### config.mk
export PLATFORM = sky130hd
export DESIGN_NAME = alu_share_arbiter
export DESIGN_NICKNAME = d
export VERILOG_FILES = /design/src/rtl/alu_share_arbiter.sv
export SDC_FILE = /design/constraint.sdc
export NUM_CORES = 1
export LEC_CHECK = 0
export BUFFER_PORTS_ARGS = -buffer_cell sky130_fd_sc_hd__buf_2
export CELL_PAD_IN_SITES_DETAIL_PLACEMENT = 1
export CELL_PAD_IN_SITES_GLOBAL_PLACEMENT = 2
export CORE_MARGIN = 1.5
export CORE_UTILIZATION = 30
export CTS_CLUSTER_DIAMETER = 200
export DETAILED_ROUTE_END_ITERATION = 10
export PLACE_DENSITY = 0.74
export SKIP_CTS_REPAIR_TIMING = 1
export SLEW_MARGIN = 15
export SYNTH_ARGS = -nofsm -noshare
export SYNTH_HDL_FRONTEND = slang
export SYNTH_HIERARCHICAL = 1
export SYNTH_SLANG_ARGS = --single-unit
### constraint.sdc
create_clock -name clk -period 3.9 [get_ports clk]
set_input_delay 0.195 -clock clk [delete_from_list [all_inputs] [get_ports clk]]
set_output_delay 0.195 -clock clk [all_outputs]
set_load 0.02 [all_outputs]
### src/rtl/alu_share_arbiter.sv
// alu_share_arbiter: two requesters share one combinational ALU.
// A round-robin arbiter accepts one operation at a time. Operands are latched on
// the accept edge and held on the ALU inputs for EXEC_CYCLES cycles. The result is
// registered onto rsp_data and returned to the winning requester with a
// valid/ready handshake.

// Combinational ALU (MIPS-style function codes); unknown codes return zero.
module alu #(
    parameter int DATA_W = 32,
    parameter int OP_W   = 4
) (
    input  logic [OP_W-1:0]   operation,
    input  logic [DATA_W-1:0] A,
    input  logic [DATA_W-1:0] B,
    output logic [DATA_W-1:0] ALUResult
);

    localparam logic [OP_W-1:0] OP_AND = OP_W'(4'b0000);
    localparam logic [OP_W-1:0] OP_OR  = OP_W'(4'b0001);
    localparam logic [OP_W-1:0] OP_ADD = OP_W'(4'b0010);
    localparam logic [OP_W-1:0] OP_SUB = OP_W'(4'b0110);
    localparam logic [OP_W-1:0] OP_SLT = OP_W'(4'b0111);
    localparam logic [OP_W-1:0] OP_NOR = OP_W'(4'b1100);

    // Decode the operation code and compute the two's-complement result.
    always_comb begin
        ALUResult = {DATA_W{1'b0}};
        case (operation)
            OP_AND:  ALUResult = A & B;
            OP_OR:   ALUResult = A | B;
            OP_ADD:  ALUResult = A + B;
            OP_SUB:  ALUResult = A - B;
            OP_SLT:  ALUResult = {{(DATA_W-1){1'b0}}, ($signed(A) < $signed(B))};
            OP_NOR:  ALUResult = ~(A | B);
            default: ALUResult = {DATA_W{1'b0}};
        endcase
    end

endmodule

module alu_share_arbiter #(
    parameter int DATA_W      = 32,
    parameter int OP_W        = 4,
    parameter int EXEC_CYCLES = 1,
    parameter int CNT_W       = 16
) (
    input  logic              clk,
    input  logic              rst_n,
    input  logic              req0_valid,
    output logic              req0_ready,
    input  logic [OP_W-1:0]   req0_op,
    input  logic [DATA_W-1:0] req0_a,
    input  logic [DATA_W-1:0] req0_b,
    input  logic              req1_valid,
    output logic              req1_ready,
    input  logic [OP_W-1:0]   req1_op,
    input  logic [DATA_W-1:0] req1_a,
    input  logic [DATA_W-1:0] req1_b,
    output logic              rsp0_valid,
    input  logic              rsp0_ready,
    output logic              rsp1_valid,
    input  logic              rsp1_ready,
    output logic [DATA_W-1:0] rsp_data,
    output logic              busy,
    output logic              grant_id,
    output logic [CNT_W-1:0]  op_count
);

    localparam logic [1:0] ST_IDLE = 2'd0;
    localparam logic [1:0] ST_EXEC = 2'd1;
    localparam logic [1:0] ST_RESP = 2'd2;

    // Countdown only needs to hold EXEC_CYCLES-1.
    localparam int CW = (EXEC_CYCLES > 1) ? $clog2(EXEC_CYCLES) : 1;
    localparam logic [CW-1:0] EXEC_LOAD = CW'(EXEC_CYCLES - 1);

    logic [1:0]        state_r;
    logic [CW-1:0]     cnt_r;
    logic [OP_W-1:0]   op_r;
    logic [DATA_W-1:0] a_r;
    logic [DATA_W-1:0] b_r;
    logic              last_grant_r;
    logic              grant_id_r;
    logic              busy_r;
    logic              rsp0_valid_r;
    logic              rsp1_valid_r;
    logic [DATA_W-1:0] rsp_data_r;
    logic [CNT_W-1:0]  op_count_r;

    logic              winner_s;
    logic              accept_s;
    logic              rsp_fire_s;
    logic              capture_s;
    logic [DATA_W-1:0] alu_result_s;

    // The shared ALU only ever sees the latched operands, so its inputs stay
    // stable for the whole execution window regardless of requester activity.
    alu #(
        .DATA_W (DATA_W),
        .OP_W   (OP_W)
    ) u_alu (
        .operation (op_r),
        .A         (a_r),
        .B         (b_r),
        .ALUResult (alu_result_s)
    );

    // Round-robin winner: a lone requester wins; on a tie, the one not served last.
    always_comb begin
        winner_s = 1'b0;
        if (req0_valid && req1_valid) begin
            winner_s = ~last_grant_r;
        end else if (req1_valid) begin
            winner_s = 1'b1;
        end else begin
            winner_s = 1'b0;
        end
    end

    assign req0_ready = (state_r == ST_IDLE) && req0_valid && !winner_s;
    assign req1_ready = (state_r == ST_IDLE) && req1_valid &&  winner_s;
    assign accept_s   = req0_ready || req1_ready;
    assign rsp_fire_s = (rsp0_valid_r && rsp0_ready) || (rsp1_valid_r && rsp1_ready);
    assign capture_s  = (state_r == ST_EXEC) && (cnt_r == {CW{1'b0}});

    // Sequencer: IDLE -> EXEC (count down the hold window) -> RESP -> IDLE.
    always_ff @(posedge clk or negedge rst_n) begin
        if (!rst_n) begin
            state_r <= ST_IDLE;
            cnt_r   <= {CW{1'b0}};
        end else begin
            case (state_r)
                ST_IDLE: begin
                    if (accept_s) begin
                        state_r <= ST_EXEC;
                        cnt_r   <= EXEC_LOAD;
                    end
                end
                ST_EXEC: begin
                    if (cnt_r != {CW{1'b0}}) begin
                        cnt_r <= cnt_r - CW'(1'b1);
                    end else begin
                        state_r <= ST_RESP;
                    end
                end
                ST_RESP: begin
                    if (rsp_fire_s) begin
                        state_r <= ST_IDLE;
                    end
                end
                default: begin
                    state_r <= ST_IDLE;
                    cnt_r   <= {CW{1'b0}};
                end
            endcase
        end
    end

    // Latch the winner's operands and identity on the accept edge only.
    always_ff @(posedge clk or negedge rst_n) begin
        if (!rst_n) begin
            op_r         <= {OP_W{1'b0}};
            a_r          <= {DATA_W{1'b0}};
            b_r          <= {DATA_W{1'b0}};
            grant_id_r   <= 1'b0;
            last_grant_r <= 1'b1;
        end else if (accept_s) begin
            op_r         <= winner_s ? req1_op : req0_op;
            a_r          <= winner_s ? req1_a  : req0_a;
            b_r          <= winner_s ? req1_b  : req0_b;
            grant_id_r   <= winner_s;
            last_grant_r <= winner_s;
        end
    end

    // Capture the ALU result and raise the owner's response valid until taken.
    always_ff @(posedge clk or negedge rst_n) begin
        if (!rst_n) begin
            rsp_data_r   <= {DATA_W{1'b0}};
            rsp0_valid_r <= 1'b0;
            rsp1_valid_r <= 1'b0;
        end else if (capture_s) begin
            rsp_data_r   <= alu_result_s;
            rsp0_valid_r <= ~grant_id_r;
            rsp1_valid_r <=  grant_id_r;
        end else if (rsp_fire_s) begin
            rsp0_valid_r <= 1'b0;
            rsp1_valid_r <= 1'b0;
        end
    end

    // Busy flag mirrors "not IDLE": set on accept, cleared when the response is taken.
    always_ff @(posedge clk or negedge rst_n) begin
        if (!rst_n) begin
            busy_r <= 1'b0;
        end else if (accept_s) begin
            busy_r <= 1'b1;
        end else if (rsp_fire_s) begin
            busy_r <= 1'b0;
        end
    end

    // Completed-response counter; wraps naturally at its width.
    always_ff @(posedge clk or negedge rst_n) begin
        if (!rst_n) begin
            op_count_r <= {CNT_W{1'b0}};
        end else if (rsp_fire_s) begin
            op_count_r <= op_count_r + CNT_W'(1'b1);
        end
    end

    assign rsp0_valid = rsp0_valid_r;
    assign rsp1_valid = rsp1_valid_r;
    assign rsp_data   = rsp_data_r;
    assign busy       = busy_r;
    assign grant_id   = grant_id_r;
    assign op_count   = op_count_r;

endmodule

Word level (Yosys, flattened, before mapping):

Index checks and enable logic that the tools add are counted.

* $add $sub $neg: 4
* order comparisons: 1
* eq/ne operators: 10
* muxes and demuxes: 17
* bitwise logic cells: 7
* reduce and logical (&&, ||, !) cells: 17

Operators by type and width (number)
* case mux 32 bit (6 select lines): 1
* 2-to-1 mux 32 bit: 2
* adder 32 bit: 1
* bitwise AND 32 bit: 1
* less-than comparator 32 bit: 1
* NOT 32 bit: 1
* OR 32 bit: 1
* subtractor 32 bit: 1
* adder 16 x 1 -> 16 bit (second input constant): 1
* equality test 4 x 3 -> 1 bit (second input constant): 2
* logical AND 1 bit: 8
* 2-to-1 mux 1 bit: 8
* 2-to-1 mux 2 bit: 3
* inequality test 2 bit (second input constant): 3
* case mux 2 bit (3 select lines): 1
* equality test 4 x 1 -> 1 bit (second input constant): 1
* equality test 4 x 2 -> 1 bit (second input constant): 1
* equality test 4 bit (second input constant): 1
* logical NOT 4 bit: 1
* 2-to-1 mux 4 bit: 1
* NOT 1 bit: 4
* nonzero test 2 bit: 2
* case mux 1 bit (3 select lines): 1
* AND reduction 3 bit: 1
* other kinds (7): 8

* register bits: 124
* input port bits: 142
* output and inout port bits: 54
* word-level logic and storage cells: 68

Logic depth before layout (Yosys ltp):

* depth after elaboration: 7
* mapped depth: 15
* depth with buffers taken out: 15

Hierarchy:

Netlist, hierarchy kept.

By module, submodules not included
* alu_share_arbiter: times used 1, cells an instance 446, area each 5312.6 um2, sequential area each 3079.2 um2
* alu: times used 1, cells an instance 679, area each 4446.8 um2, sequential area each 0.0 um2

Least setup slack after synthesis:

OpenSTA, ideal clock, no wires.

* kind: register to register
* from: register b_r[0]
* to: register rsp_data_r[28] (netlist: rsp_data[28])
* setup time: 125 ps
* arrival: 3185 ps
* required time: 3775 ps
* slack: 590 ps
* stages on the path, launching flop included: 16
* buffers on the path: 0
* period minus slack after synthesis: 3310 ps
* cell sequence: dfrtp_1 -> ha_1 -> inv_1 -> fa_1 -> nor2b_1 -> o21bai_1 -> a211o_1 -> a311oi_2 -> a41oi_1 -> o21ai_1 -> a21oi_1 -> or4_1 -> a32oi_1 -> xnor2_1 -> o21ai_1 -> mux2_2

* longest elaborated chain between the ends: 2
* elaborated cells on any way between the ends: 3
* classes of those cells: 2 x add/sub; 1 x mux

RTL lines
* start, declared: line 81 `logic [DATA_W-1:0] b_r;`
* start signal, assigned: line 164 `b_r <= {DATA_W{1'b0}};`
* start signal, assigned: line 170 `b_r <= winner_s ? req1_b : req0_b;`
* subtractor 32 bit or adder 32 bit (tied branches): line 32, 31
* case mux 32 bit (6 select lines) *: line 28 `case (operation)`
* net alu_result_s[28]: line 94 `logic [DATA_W-1:0] alu_result_s;`
* end signal, assigned: line 179 `rsp_data_r <= {DATA_W{1'b0}};`
* end signal, assigned: line 183 `rsp_data_r <= alu_result_s;`
* end, declared: line 87 `logic [DATA_W-1:0] rsp_data_r;`

Mark *: on every way through the listed nets, which the timed path passes. The rest lies on a longest branch.
A chain may end at the register's enable or synchronous reset.

Worst setup path in the final report:

Same ends and word-level chain as after synthesis.

==> results.ini <==
[route]
ant_nets = 0
num_vias = 8776
routedWlPerCell_um = 17.3
totalWireLength_mm = 30.2
drc = 0
dr.pass1.iters = 4
drt_iter0_markers = 332
via_per_inst = 5.03

[synth]
yosysSeqAreaShare_pct = 31.6
synth_nets = 1372
synth_cells = 1125
syn_area_um2 = 9760
synth_edf_count = 0
ys_ff_latch = 123
syn_area_per_cell_um2 = 8.67
synthArstFlopShare_pct = 100
synth_flop_cell = dfrtp_1
synth.distinct_cells = 64
yosysWarnings = 6

[clocking]
cts_buffer_depth = 2
cts_root_buf = clkbuf_16
clkTransAtPathRegs_ns = 0.06
clock-sinks = 123
clk_latency_ns = 0.42
numCtsBuffers = 17
htree_levels = 4
cts_tree = yes

[timing]
finalCritPeriodShare_pct = 96.5
hold_viol = 0
worst_pin_slew_ns = 0.784
whs_ns = 0.0270
fin_skew_ns = 0.0187
setup_violations = 0
setup_tns_ns = 0
finalMaxSlewViolations = 0
slew_headroom_pct = 47.7
max_freq_mhz = 266
rsz0062_at_grt = true
post-route-min-period_ns = 3.76

[critical_path]
critPathLaunchType = flip-flop
reg2reg_depth = 15
worstPathMaxFanout = 4
max_stage_delay_ns = 0.43
critical_path_required_ns = 4.20
timing.rr.end = rsp_data[28]
crit_family = compound AO/OA/AOI/OAI gates
cp_cell_sequence = ha_1 -> inv_1 -> fa_1 -> nor2b_2 -> o21bai_1 -> a211o_1 -> a311oi_2 -> a41oi_2 -> o21ai_1 -> a21oi_1 -> or4_1 -> a32oi_2 -> xnor2_1 -> o21ai_1 -> mux2_2
critPathBufInv = 1
crit_type = reg -> reg
worst_setup_path_end_kind = flip-flop
regToRegStartpoint = b_r[0]
reg2reg_slack_ns = 0.14
critPathArrivalTime_ns = 4.06
critPathMostFrequentCell = o21ai_1
crit_slowest_cell = or4_1

[global_route]
grt_max_degree = 79
antenna_found_initial = 0
grt_pass1_vias = 8942
grt_pass1_wl_mm = 48.5
overflow = 0
grt_usage_pct = 18.1

[power_and_ir_drop]
leakage_nw = 5.85
pwr_density_cell_nw_per_um2 = 966
power_mw = 11.4
ir_drop_uv = 409

[min_path]
hold_path.class = in -> reg
hold_path_depth = 2
hold_start = req0_valid
holdPathEnd = last_grant_r

[finish]
diodes = 0
nets = 1544
post-route-util_pct = 37.2
drive_above_1_share_pct = 23.1
syn2layout_area_growth_pct = 21.2

[placement]
dpl.hpwl_mm = 22.7
place_congestion = 0.831
io_buffers = 195

[flow_run]
maxCapViolCount = 0

[die]
dieArea_um2 = 33600
ios = 196
initial_utilization_pct = 30.7
fp.dieH_um = 183
die_w_um = 183
core_area_um2 = 31800
rows = 65

[run_status]
status = finished, final reports clean

==> synthesized netlist by cell type (4+ instances only) <==
cell type / count / area [um2]
a211o_1: 6 / 52.6
a211oi_1: 7 / 52.6
a21o_1: 9 / 67.6
a21oi_1: 140 / 701
a221oi_1: 35 / 307
a31oi_1: 6 / 37.5
buf_1: 4 / 15.0
buf_2: 27 / 135
buf_4: 10 / 75.1
clkbuf_1: 23 / 86.3
dfrtp_1: 122 / 3050
ha_1: 103 / 1290
inv_1: 97 / 364
mux2_2: 32 / 360
mux2i_1: 72 / 721
nand2_1: 39 / 146
nand2b_1: 9 / 56.3
nand3_1: 18 / 90.1
nand4_1: 6 / 37.5
nor2_1: 155 / 582
nor3_1: 10 / 50.1
nor4_1: 7 / 43.8
o211ai_1: 4 / 30.0
o21a_1: 5 / 37.5
o21ai_0: 58 / 290
o21ai_1: 4 / 20.0
o21bai_1: 13 / 97.6
o31a_1: 6 / 52.6
o31ai_1: 6 / 45.0
xnor2_1: 39 / 342
xor2_1: 5 / 43.8
==> report_power, final <==
| part | leakage (nW) | internal, mW | switching [mW] |
|---|---|---|---|
| Combinational | 4.09 | 2.95 | 4.54 |
| Clock | 0.276 | 0.958 | 0.704 |
| Sequential | 1.48 | 1.76 | 0.521 |
==> cell families (layout without fill, tap and decap cells) <==
family / count (synthesis) / in the layout / synth area share (%)
XOR/XNOR: 44 / 44 / 3.95
AO/OA/AOI/OAI: 320 / 320 / 20.4
buffers and inverters: 161 / 346 / 6.92
adder cells (fa/ha/maj): 105 / 105 / 13.6
flip-flops: 123 / 123 / 31.6
multiplexers: 104 / 104 / 11.1
AND/OR/NAND/NOR: 268 / 268 / 12.5
==> registers in the layout, indices dropped and copies added (netlist names), 2 cells and up <==
| signal | cells |
|---|---|
| state_r | 2 |
| b_r | 32 |
| rsp_data | 32 |
| a_r | 32 |
| op_count | 16 |
| op_r | 4 |
==> cell usage in the layout (no fill, tap or decap), types with 17 or more instances in the layout <==
cell type  instances
buf_2            194
nor2_1           155
a21oi_1          140
dfrtp_1          122
ha_1             103
inv_1             97
mux2i_1           72
o21ai_0           58
nand2_1           39
xnor2_1           39
a221oi_1          33
mux2_2            32
buf_4             20
nand3_1           18
clkbuf_16         17
==> metal layers <==
metal | part of all wire (%) | global-route usage [%] | wire [um]
met2 | 48 | 30.7 | 14600
met4 | 1.2 | 4.13 | 354
met3 | 2.6 | 2.52 | 781
met5 | 0 | 0 | 0
met1 | 48 | 24.3 | 14400
==> cell type report <==
cell class	instances	area, um2
clock buffers	18	429
clock inverters	14	163
fillers	3780	20000
inverters	97	364
multi-input cells	841	6080
flip-flops and latches	123	3080
well taps	435	544
repair buffers	217	1170
==> metrics by stage <==
step                cells  setup WS, ns  instance area [um2]
finish               1745         0.136                11800
global route         1745       -0.0645                11800
CTS                  1744        0.0613                11800
detailed placement   1712        0.0828                11200
global placement     1712         0.241                11200
floorplan            1125         0.590                 9760
==> worst max path at each step <==
stage | from | to | depth (start not counted)
after floorplan | b_r[0] | rsp_data[28] | 15
after global placement | b_r[0] | rsp_data[28] | 15
after detailed placement | b_r[0] | rsp_data[28] | 15
after CTS | b_r[0] | rsp_data[28] | 15
after global routing | b_r[0] | rsp_data[28] | 15
final | b_r[0] | rsp_data[28] | 15
(Power assumes the default switching activity.)
